`src/rtl/std_alu_arbiter_if.sv`:
```
// Requester-side bus of the shared ALU: per-requester go/op/operands in, shared result,
// one-hot done and grant status out.
interface std_alu_arbiter_if #(
  parameter int unsigned WIDTH     = 32,
  parameter int unsigned NUM_REQ   = 4,
  parameter int unsigned PTR_WIDTH = 3
);
  logic [NUM_REQ-1:0]       go;
  logic [3*NUM_REQ-1:0]     op;
  logic [WIDTH*NUM_REQ-1:0] left;
  logic [WIDTH*NUM_REQ-1:0] right;
  logic [WIDTH-1:0]         out;
  logic [NUM_REQ-1:0]       done;
  logic [PTR_WIDTH-1:0]     grant_idx;
  logic                     busy;

  modport master (
    output go, op, left, right,
    input  out, done, grant_idx, busy
  );

  modport slave (
    input  go, op, left, right,
    output out, done, grant_idx, busy
  );
endinterface

```
`src/rtl/std_alu_arbiter.sv`:
```
// One ALU time-shared among NUM_REQ go/done requesters (IDLE -> EXEC -> DONE).
// Define STD_ALU_ARB_FIXED_PRI_EN for fixed lowest-index priority instead of round-robin.
module std_alu_arbiter #(
  parameter int unsigned WIDTH     = 32,
  parameter int unsigned NUM_REQ   = 4,
  parameter int unsigned PTR_WIDTH = 3
) (
  input logic              clk,
  input logic              reset,
  std_alu_arbiter_if.slave bus
);

  typedef enum logic [1:0] {
    ST_IDLE,
    ST_EXEC,
    ST_DONE
  } state_e;

  typedef enum logic [2:0] {
    OP_SUB = 3'd0,
    OP_AND = 3'd1,
    OP_OR  = 3'd2,
    OP_XOR = 3'd3,
    OP_RSH = 3'd4,
    OP_LT  = 3'd5,
    OP_EQ  = 3'd6,
    OP_GE  = 3'd7
  } alu_op_e;

  if (int'(PTR_WIDTH) < $clog2(NUM_REQ)) begin : g_ptr_width_chk
    $error("std_alu_arbiter: PTR_WIDTH too small for NUM_REQ");
  end

  state_e               state_q, state_d;
  alu_op_e              op_q, op_d;
  logic [WIDTH-1:0]     left_q, left_d;
  logic [WIDTH-1:0]     right_q, right_d;
  logic [WIDTH-1:0]     out_q, out_d;
  logic [PTR_WIDTH-1:0] grant_idx_q, grant_idx_d;
`ifndef STD_ALU_ARB_FIXED_PRI_EN
  logic [PTR_WIDTH-1:0] rr_ptr_q, rr_ptr_d;
`endif
  logic [WIDTH-1:0]     alu_res;
  logic                 found;

  always_comb begin
    alu_res = '0;
    case (op_q)
      OP_SUB: alu_res = left_q - right_q;
      OP_AND: alu_res = left_q & right_q;
      OP_OR:  alu_res = left_q | right_q;
      OP_XOR: alu_res = left_q ^ right_q;
      // Whole right operand is the shift amount; anything >= WIDTH flushes to zero.
      OP_RSH: alu_res = (right_q >= WIDTH'(WIDTH)) ? '0 : (left_q >> right_q);
      OP_LT:  alu_res = WIDTH'(left_q < right_q);
      OP_EQ:  alu_res = WIDTH'(left_q == right_q);
      OP_GE:  alu_res = WIDTH'(left_q >= right_q);
      default: alu_res = '0;
    endcase
  end

  always_comb begin : next_state
    int unsigned start;
    int unsigned idx;
    state_d     = state_q;
    op_d        = op_q;
    left_d      = left_q;
    right_d     = right_q;
    out_d       = out_q;
    grant_idx_d = grant_idx_q;
`ifndef STD_ALU_ARB_FIXED_PRI_EN
    rr_ptr_d    = rr_ptr_q;
    start       = 32'(rr_ptr_q);
`else
    start       = 0;
`endif
    found       = 1'b0;
    idx         = 0;

    case (state_q)
      ST_IDLE: begin
        // Scan from the start pointer with wrap; first set go wins.
        for (int unsigned k = 0; k < NUM_REQ; k++) begin
          idx = start + k;
          if (idx >= NUM_REQ) idx = idx - NUM_REQ;
          if (!found && bus.go[idx]) begin
            found       = 1'b1;
            grant_idx_d = PTR_WIDTH'(idx);
            op_d        = alu_op_e'(bus.op[3*idx +: 3]);
            left_d      = bus.left[WIDTH*idx +: WIDTH];
            right_d     = bus.right[WIDTH*idx +: WIDTH];
          end
        end
        if (found) state_d = ST_EXEC;
      end
      ST_EXEC: begin
        out_d   = alu_res;
        state_d = ST_DONE;
      end
      ST_DONE: begin
`ifndef STD_ALU_ARB_FIXED_PRI_EN
        rr_ptr_d = (grant_idx_q == PTR_WIDTH'(NUM_REQ - 1)) ? '0
                                                             : grant_idx_q + PTR_WIDTH'(1);
`endif
        state_d = ST_IDLE;
      end
      default: state_d = ST_IDLE;
    endcase
  end

  always_ff @(posedge clk) begin
    if (!reset) begin
      state_q     <= ST_IDLE;
      op_q        <= OP_SUB;
      left_q      <= '0;
      right_q     <= '0;
      out_q       <= '0;
      grant_idx_q <= '0;
`ifndef STD_ALU_ARB_FIXED_PRI_EN
      rr_ptr_q    <= '0;
`endif
    end else begin
      state_q     <= state_d;
      op_q        <= op_d;
      left_q      <= left_d;
      right_q     <= right_d;
      out_q       <= out_d;
      grant_idx_q <= grant_idx_d;
`ifndef STD_ALU_ARB_FIXED_PRI_EN
      rr_ptr_q    <= rr_ptr_d;
`endif
    end
  end

  always_comb begin
    bus.done = '0;
    if (state_q == ST_DONE) begin
      for (int unsigned i = 0; i < NUM_REQ; i++) begin
        if (grant_idx_q == PTR_WIDTH'(i)) bus.done[i] = 1'b1;
      end
    end
  end

  assign bus.out       = out_q;
  assign bus.grant_idx = grant_idx_q;
  assign bus.busy      = (state_q == ST_EXEC) || (state_q == ST_DONE);

endmodule

```
`src/flat_wrapper.sv`:
```
// flat-port wrapper written by rule: the top's interface ports become plain ports
module std_alu_arbiter_flat 
#(
  parameter int unsigned WIDTH     = 32,
  parameter int unsigned NUM_REQ   = 4,
  parameter int unsigned PTR_WIDTH = 3
)
  (clk, reset, bus_go, bus_op, bus_left, bus_right, bus_out, bus_done, bus_grant_idx, bus_busy);
  std_alu_arbiter_if #(.WIDTH(WIDTH), .NUM_REQ(NUM_REQ), .PTR_WIDTH(PTR_WIDTH)) bus_i ();
  input logic clk;
  input logic reset;
  input wire logic [$bits(bus_i.go)-1:0] bus_go;
  input wire logic [$bits(bus_i.op)-1:0] bus_op;
  input wire logic [$bits(bus_i.left)-1:0] bus_left;
  input wire logic [$bits(bus_i.right)-1:0] bus_right;
  output wire logic [$bits(bus_i.out)-1:0] bus_out;
  output wire logic [$bits(bus_i.done)-1:0] bus_done;
  output wire logic [$bits(bus_i.grant_idx)-1:0] bus_grant_idx;
  output wire logic [$bits(bus_i.busy)-1:0] bus_busy;
  assign bus_i.go = bus_go;
  assign bus_i.op = bus_op;
  assign bus_i.left = bus_left;
  assign bus_i.right = bus_right;
  assign bus_out = bus_i.out;
  assign bus_done = bus_i.done;
  assign bus_grant_idx = bus_i.grant_idx;
  assign bus_busy = bus_i.busy;
  std_alu_arbiter #(.WIDTH(WIDTH), .NUM_REQ(NUM_REQ), .PTR_WIDTH(PTR_WIDTH)) u_core (.clk(clk), .reset(reset), .bus(bus_i));
endmodule
```
`config.mk`:
```
export PLATFORM = sky130hd
export DESIGN_NAME = std_alu_arbiter_flat
export DESIGN_NICKNAME = d
export VERILOG_FILES = /design/src/rtl/std_alu_arbiter_if.sv /design/src/rtl/std_alu_arbiter.sv /design/src/flat_wrapper.sv
export SDC_FILE = /design/constraint.sdc
export NUM_CORES = 1
export LEC_CHECK = 0
export BUFFER_PORTS_ARGS = -buffer_cell sky130_fd_sc_hd__buf_2
export CORE_MARGIN = 2
export CORE_UTILIZATION = 56
export DETAILED_ROUTE_END_ITERATION = 8
export HOLD_SLACK_MARGIN = 0.08
export PLACE_DENSITY = 0.84
export SLEW_MARGIN = 20
export SYNTH_ARGS = -nofsm -noshare
export SYNTH_HDL_FRONTEND = slang
export SYNTH_SLANG_ARGS = --single-unit
```
`constraint.sdc`:
```
create_clock -name clk -period 3.9 [get_ports clk]
set_clock_uncertainty 0.15 [all_clocks]
set_input_delay 0.78 -clock clk [delete_from_list [all_inputs] [get_ports clk]]
set_output_delay 0.78 -clock clk [all_outputs]
set_load 0.05 [all_outputs]
```
# Yosys cells after proc, flatten, opt, wreduce, memory -nomap -nowiden
# Index checks and enable logic that the tools add are counted.
[word_totals] ff_bits=107 mem_bits_rw=0 input_bits=274 wordCells=123 output_inout_bits=40 mem_count=0 rom_bits=0 latchBits=0
[classes] div_mod_pow=0 n_lt_le_gt_ge=11 eq_ne=14 n_shift=13 n_addsub=9 n_reduce_logical=12 multipliers=4 mux=50 bitwise_logic=3
[ops] cell="$shiftx 128x33->32" n=8
[ops] cell="$mux 32" n=17
[ops] cell="$pmux 32 s8" n=1
[ops] cell="$shiftx 12x33->3" n=4
[ops] cell="$lt 32x3->1 const B" n=4
[ops] cell="$mul 2x32->32 const A" n=4
[ops] cell="$ge 32x3->1 const B" n=3
[ops] cell="$sub 32x3->32 const B" n=3
[ops] cell="$and 32x32->32" n=1
[ops] cell="$eq 32x32->1" n=1
[ops] cell="$ge 32x32->1" n=1
[ops] cell="$ge 32x6->1 const B" n=1
[ops] cell="$lt 32x32->1" n=1
[ops] cell="$or 32x32->32" n=1
[ops] cell="$shr 32x32->32" n=1
[ops] cell="$sub 32x32->32" n=1
[ops] cell="$xor 32x32->32" n=1
[ops] cell="$mux 3" n=9
[ops] cell="$mux 1" n=16
[ops] cell="$eq 3x2->1 const B" n=4
[ops] cell="$eq 3x3->1 const B" n=4
[ops] cell="$add 3x2->4 const B" n=2
[ops] cell="$bmux 1 s2" n=4
[ops] cell="$eq 3x1->1 const B" n=2
[ops] cell="17 further kinds" n=22

# Longest topological paths before layout
[depth] depth_word=21 depth_mapped=16 depth_no_buf=15

# Least setup slack after synthesis
# OpenSTA, ideal clock, no wires.
[synth_path] path_kind="reg2reg" start="register u_core.rr_ptr_q[1]" end="register u_core.op_q[1]" t_arrival_ns=3.248 path_buffers=3 path_slack_ns=0.371 stages_incl_launch_ff=15 t_required_ns=3.619 path_cell_list="dfxtp_1 -> buf_4 -> inv_1 -> ha_1 -> buf_6 -> mux4_2 -> buf_6 -> nor2_8 -> o21ai_2 -> a32oi_4 -> mux2i_1 -> mux2i_1 -> mux2_2 -> nand2_1 -> a31oi_1"
[synth_via] elab_chain_cells=19 elab_cells_between_ends=53
[synth_rtl] item="start, declared" line="std_alu_arbiter.sv:41" text="logic [PTR_WIDTH-1:0] rr_ptr_q, rr_ptr_d;"
[synth_rtl] item="start signal, assigned" line="std_alu_arbiter.sv:130" text="rr_ptr_q <= rr_ptr_d;"
[synth_rtl] item="branches (longest 19 deep; another with $sub 32x3->32)"
[synth_rtl] item="end signal, assigned" line="std_alu_arbiter.sv:124" text="op_q <= op_d;"
[synth_rtl] item="end, declared" line="std_alu_arbiter.sv:35" text="alu_op_e op_q, op_d;"
# Several ways; the timed one is not identified. The select of a mux whose other input is x is not followed.
# A chain may end at the register's enable or synchronous reset.

# Worst setup path after layout
[layout_path] start="register u_core.right_q[12]" end="register u_core.out_q[31] (netlist: u_core.bus.out[31])"
[layout_via] elab_chain_cells=3 elab_cells_between_ends=5
[layout_rtl] item="start, declared" line="std_alu_arbiter.sv:37" text="logic [WIDTH-1:0] right_q, right_d;"
[layout_rtl] item="start signal, assigned" line="std_alu_arbiter.sv:126" text="right_q <= right_d;"
[layout_rtl] item="$ge 32x6->1 or $shr 32x32->32 (tied branches)" line="std_alu_arbiter.sv:54" text="OP_RSH: alu_res = (right_q >= WIDTH'(WIDTH)) ? '0 : (left_q >> right_q);"
[layout_rtl] item="$mux 32" line="std_alu_arbiter.sv:54"
[layout_rtl] item="$pmux 32 s8 (*)" line="std_alu_arbiter.sv:48" text="case (op_q)"
[layout_rtl] item="end signal, assigned" line="std_alu_arbiter.sv:127" text="out_q <= out_d;"
[layout_rtl] item="end, declared" line="std_alu_arbiter.sv:38" text="logic [WIDTH-1:0] out_q, out_d;"
# Every way passes the cells marked *; elsewhere a longest branch is shown, timed or not.

==> reports/summary.txt <==
Die height - 152.7 microns
Max stage delay on crit path - 0.61 ns
Crit path depth - 12
Remaining global-route overflow - 0
Cts hold-fix bufs - 0
Post-CTS sizing - 0
Mapped Avg Cell Area - 7.848 sq um
Clock sink count - 107
Worst-case reg-to-reg path depth - 12
Worst Tran Pin Value - 1.032 ns
Final period util - 93.03%
Critical Path Source Type - register
Hold path startpoint - u_core.bus.out[23]
Crit-path cells - inv_1 > ha_1 > or4_1 > nor3_1 > o31ai_1 > and3_1 > a211oi_2 > a31oi_1 > xor2_1 > a221oi_1 > buf_4 > nor2_1
Mapped Area - 0.01238 sq mm
Met1 wire length - 18110 microns
Worst hold path stage count - 2
Dominant synthesized flop cell - dfxtp_1
Worst VDD drop - 242.8 uV
Vias per cell - 6.283
P_leak - 6.672 nW
Metal2 WL - 19180 microns
Iter 0 DRT Violations - 1631
Worst hold endpoint - u_core.bus.out[23]
Post-Place Cell Area - 0.01443 sq mm
Combinational power share - 66.3%
Number of synthesized flops with an enable pin - 0
CTS HTree Levels - 3
HP Class - reg2reg
Clock latency on the worst-skew pair - 0.37 ns
Core Area - 0.02176 sq mm
Clk root buf - clkbuf_16
Crit path max-delay cell type - or4_1
Max-slew violation count - 0
Sw Ratio - 51.10%
Count of final setup violators - 0
First-pass detailed-route iteration total - 6
Initial antenna violation count - 0
Syn Inst Count - 1578
Final nets - 2265
Routed wl met3 - 5683 microns
Io pins - 314
TritonCTS buffer count - 9
Async SR Flop Fraction - 0%
Min Clock Period, post-route - 3.628 ns
Crit path buf inv count - 2
Drt drc - 0
Fmax - 0.2756 GHz
Synth area leader - dfxtp_1
Max FO, Critical Path - 7
RR Endpoint - u_core.bus.out[31]
Kind of critical path - reg2reg
Yosys reg bits - 107
First-pass GRT wire length - 69350 microns
Die area - 0.02332 sq mm
Total number of vias - 13540
Rel. slew slack - 31.18%
I/O Buffers - 313
Finished Cell Area - 0.01472 sq mm
Largest cells by area after synthesis - dfxtp_1 (17%), mux2i_1 (15%), ha_1 (12%), nand2_1 (6.5%), a32o_1 (5.3%)
Final hold viol count - 0
Synthesis-to-finish area growth - 18.85%
Yosys top cell area share - 17.30%
Routed wire length - 44300 microns
Int Power - 3.739 mW
Yosys cell types - 79
Pwr dens - 519.5 mW/mm^2
Reg clk slew, reported paths - 0.08 ns
Synth warnings - 0
GPL Wtd Cong - 1.016
Worst path required time - 4.01 ns
Post-CTS setup buffer count - 0
Delay-heaviest family, CP - simple AND/OR/NAND/NOR gates
CP Data Arrival Time - 3.74 ns
Clock Power Share - 12.3%
Max-Cap Viols - 0
Die X - 152.7 microns
Final core utilization - 67.66%
Share of layout cells above drive strength 1 - 24.32%
GR Util All Layers - 36.82%
Initial core utilization - 56.92%
Sequential share of power - 21.3%
Syn_nets - 1973
Register area share after synthesis - 17.30%
Critical R2R Launch - u_core.right_q[12]
Max layer used - met4
TritonCTS clock tree - built
Net Sw Power - 3.907 mW
Final setup TNS - 0 ns
RSZ-0062 raised after global routing - no
Row cnt - 54
CTS Buffer Depth - 2
Worst R2R Setup Slack - 0.27 ns
Diodes inserted - 0
HPWL after DPL - 34660 microns
Status - completed
CP endpoint kind - register
Wire per inst - 20.56 microns
Antenna-violating nets left - 0
Largest net degree at the start of global routing - 65
Vias in the first global route - 12980
==> layout make-up <==
class | count | area [sq um]
Fill cell | 1869 | 7037
Tap cell | 280 | 350.3
Sequential cell | 107 | 2143
Timing Repair Buffer | 388 | 2192
Clock inverter | 6 | 65.06
Inverter | 109 | 409.1
Multi-Input combinational cell | 1255 | 9330
Clock buffer | 10 | 229.0
==> Yosys cell counts, types with 4 or more instances <==
library cell / instances
o211ai_1: 23
nand2_1: 213
nor2b_1: 17
buf_2: 27
nand3_1: 16
dfxtp_1: 107
a2111oi_0: 5
mux2i_1: 183
xnor2_1: 13
mux4_2: 22
o21ai_0: 89
nor3_1: 44
nand4_1: 6
and3_1: 8
a32o_1: 65
o211a_1: 6
o221ai_1: 8
inv_1: 105
a21oi_1: 112
and2_1: 16
o31ai_1: 7
mux2_2: 9
nand2b_1: 14
or3_1: 7
a221oi_1: 11
a31oi_1: 15
a22oi_1: 12
buf_4: 12
buf_1: 4
a21o_1: 9
a211oi_1: 18
clkbuf_1: 56
ha_1: 120
nor4_1: 16
buf_6: 8
nor2_1: 87
o21ai_1: 4
xor2_1: 8
o21bai_1: 11
==> cell families after synthesis <==
logic type               Yosys count  share of synthesized area (%)
AND/OR/NAND/NOR                  465                          17.13
AO/OA/AOI/OAI                    434                          24.52
buffers and inverters            216                          7.668
multiplexers                     214                          19.61
adder cells (fa/ha/maj)          121                          12.29
flip-flops                       107                          17.30
XOR/XNOR                          21                          1.485
==> power groups by stage <==
stage / sequential [mW] / clock (mW) / combinational [mW]
finish: 1.63 / 0.943 / 5.07
global route: 1.65 / 0.985 / 5.47
CTS: 1.61 / 0.948 / 4.95
detailed placement: 1.63 / 0 / 4.93
global placement: 1.62 / 0 / 4.84
floorplan: 1.84 / 0 / 3.26
==> state kept, by name, summed over array words and instances, names as in the netlist <==
signal and count:
u_core.bus.grant_idx 3, u_core.bus.out 32, u_core.left_q 32, u_core.op_q 3
u_core.right_q 32, u_core.rr_ptr_q 3, u_core.state_q 2
==> through the flow <==
step                      cells  setup WS (ns)  hold WS, ns  power (mW)
after floorplan            1578         0.3708       0.3177       5.104
after global placement     2139         0.1260       0.3092       6.467
after detailed placement   2139         0.2947       0.3153       6.560
after CTS                  2155         0.3557       0.3272       7.501
after global routing       2155        0.05638       0.3564       8.107
final                      2155         0.2717       0.3222       7.647
==> worst reg2reg max path, stage by stage, from the launching register on <==
cell and delay [ns]:
dfxtp_1 0.41, inv_1 0.09, ha_1 0.41, or4_1 0.61
nor3_1 0.27, o31ai_1 0.18, and3_1 0.24, a211oi_2 0.36
a31oi_1 0.17, xor2_1 0.18, a221oi_1 0.24, buf_4 0.17
nor2_1 0.04
==> placed cells by master, fill, tap and decap left out, types with 9 or more instances in the layout <==
cell and instances:
nor2_1 87, clkbuf_16 9, ha_1 120, o211ai_1 23, and2_1 15, buf_2 313
mux4_2 22, mux2i_1 183, o21bai_1 11, nor4_1 16, buf_4 70, nand2_1 213
a211oi_1 18, xnor2_1 13, inv_1 105, a31oi_1 15, o21ai_0 89, a32o_1 64
dfxtp_1 106, a21o_1 9, mux2_2 9, nand2b_1 14, nor3_1 43, nor2b_1 17
a22oi_1 12, a221oi_1 11, a21oi_1 112, nand3_1 16
==> worst max-delay path by stage <==
stage                            start                  to  slack, ns
floorplan           u_core.rr_ptr_q[1]      u_core.op_q[1]       0.37
global placement             bus_go[1]   u_core.left_q[13]       0.13
detailed placement           bus_go[1]  u_core.right_q[17]       0.29
CTS                 u_core.rr_ptr_q[0]  u_core.right_q[17]       0.36
global route        u_core.rr_ptr_q[1]      u_core.op_q[0]       0.06
finish              u_core.right_q[12]  u_core.bus.out[31]       0.27
==> metal layers <==
layer	global-route usage, %	up-vias
met3	10.13	99
met5	0	-
met2	56.29	862
met1	50.42	6239
met4	11.82	0
li1	-	6339
(Power assumes the default switching activity.)
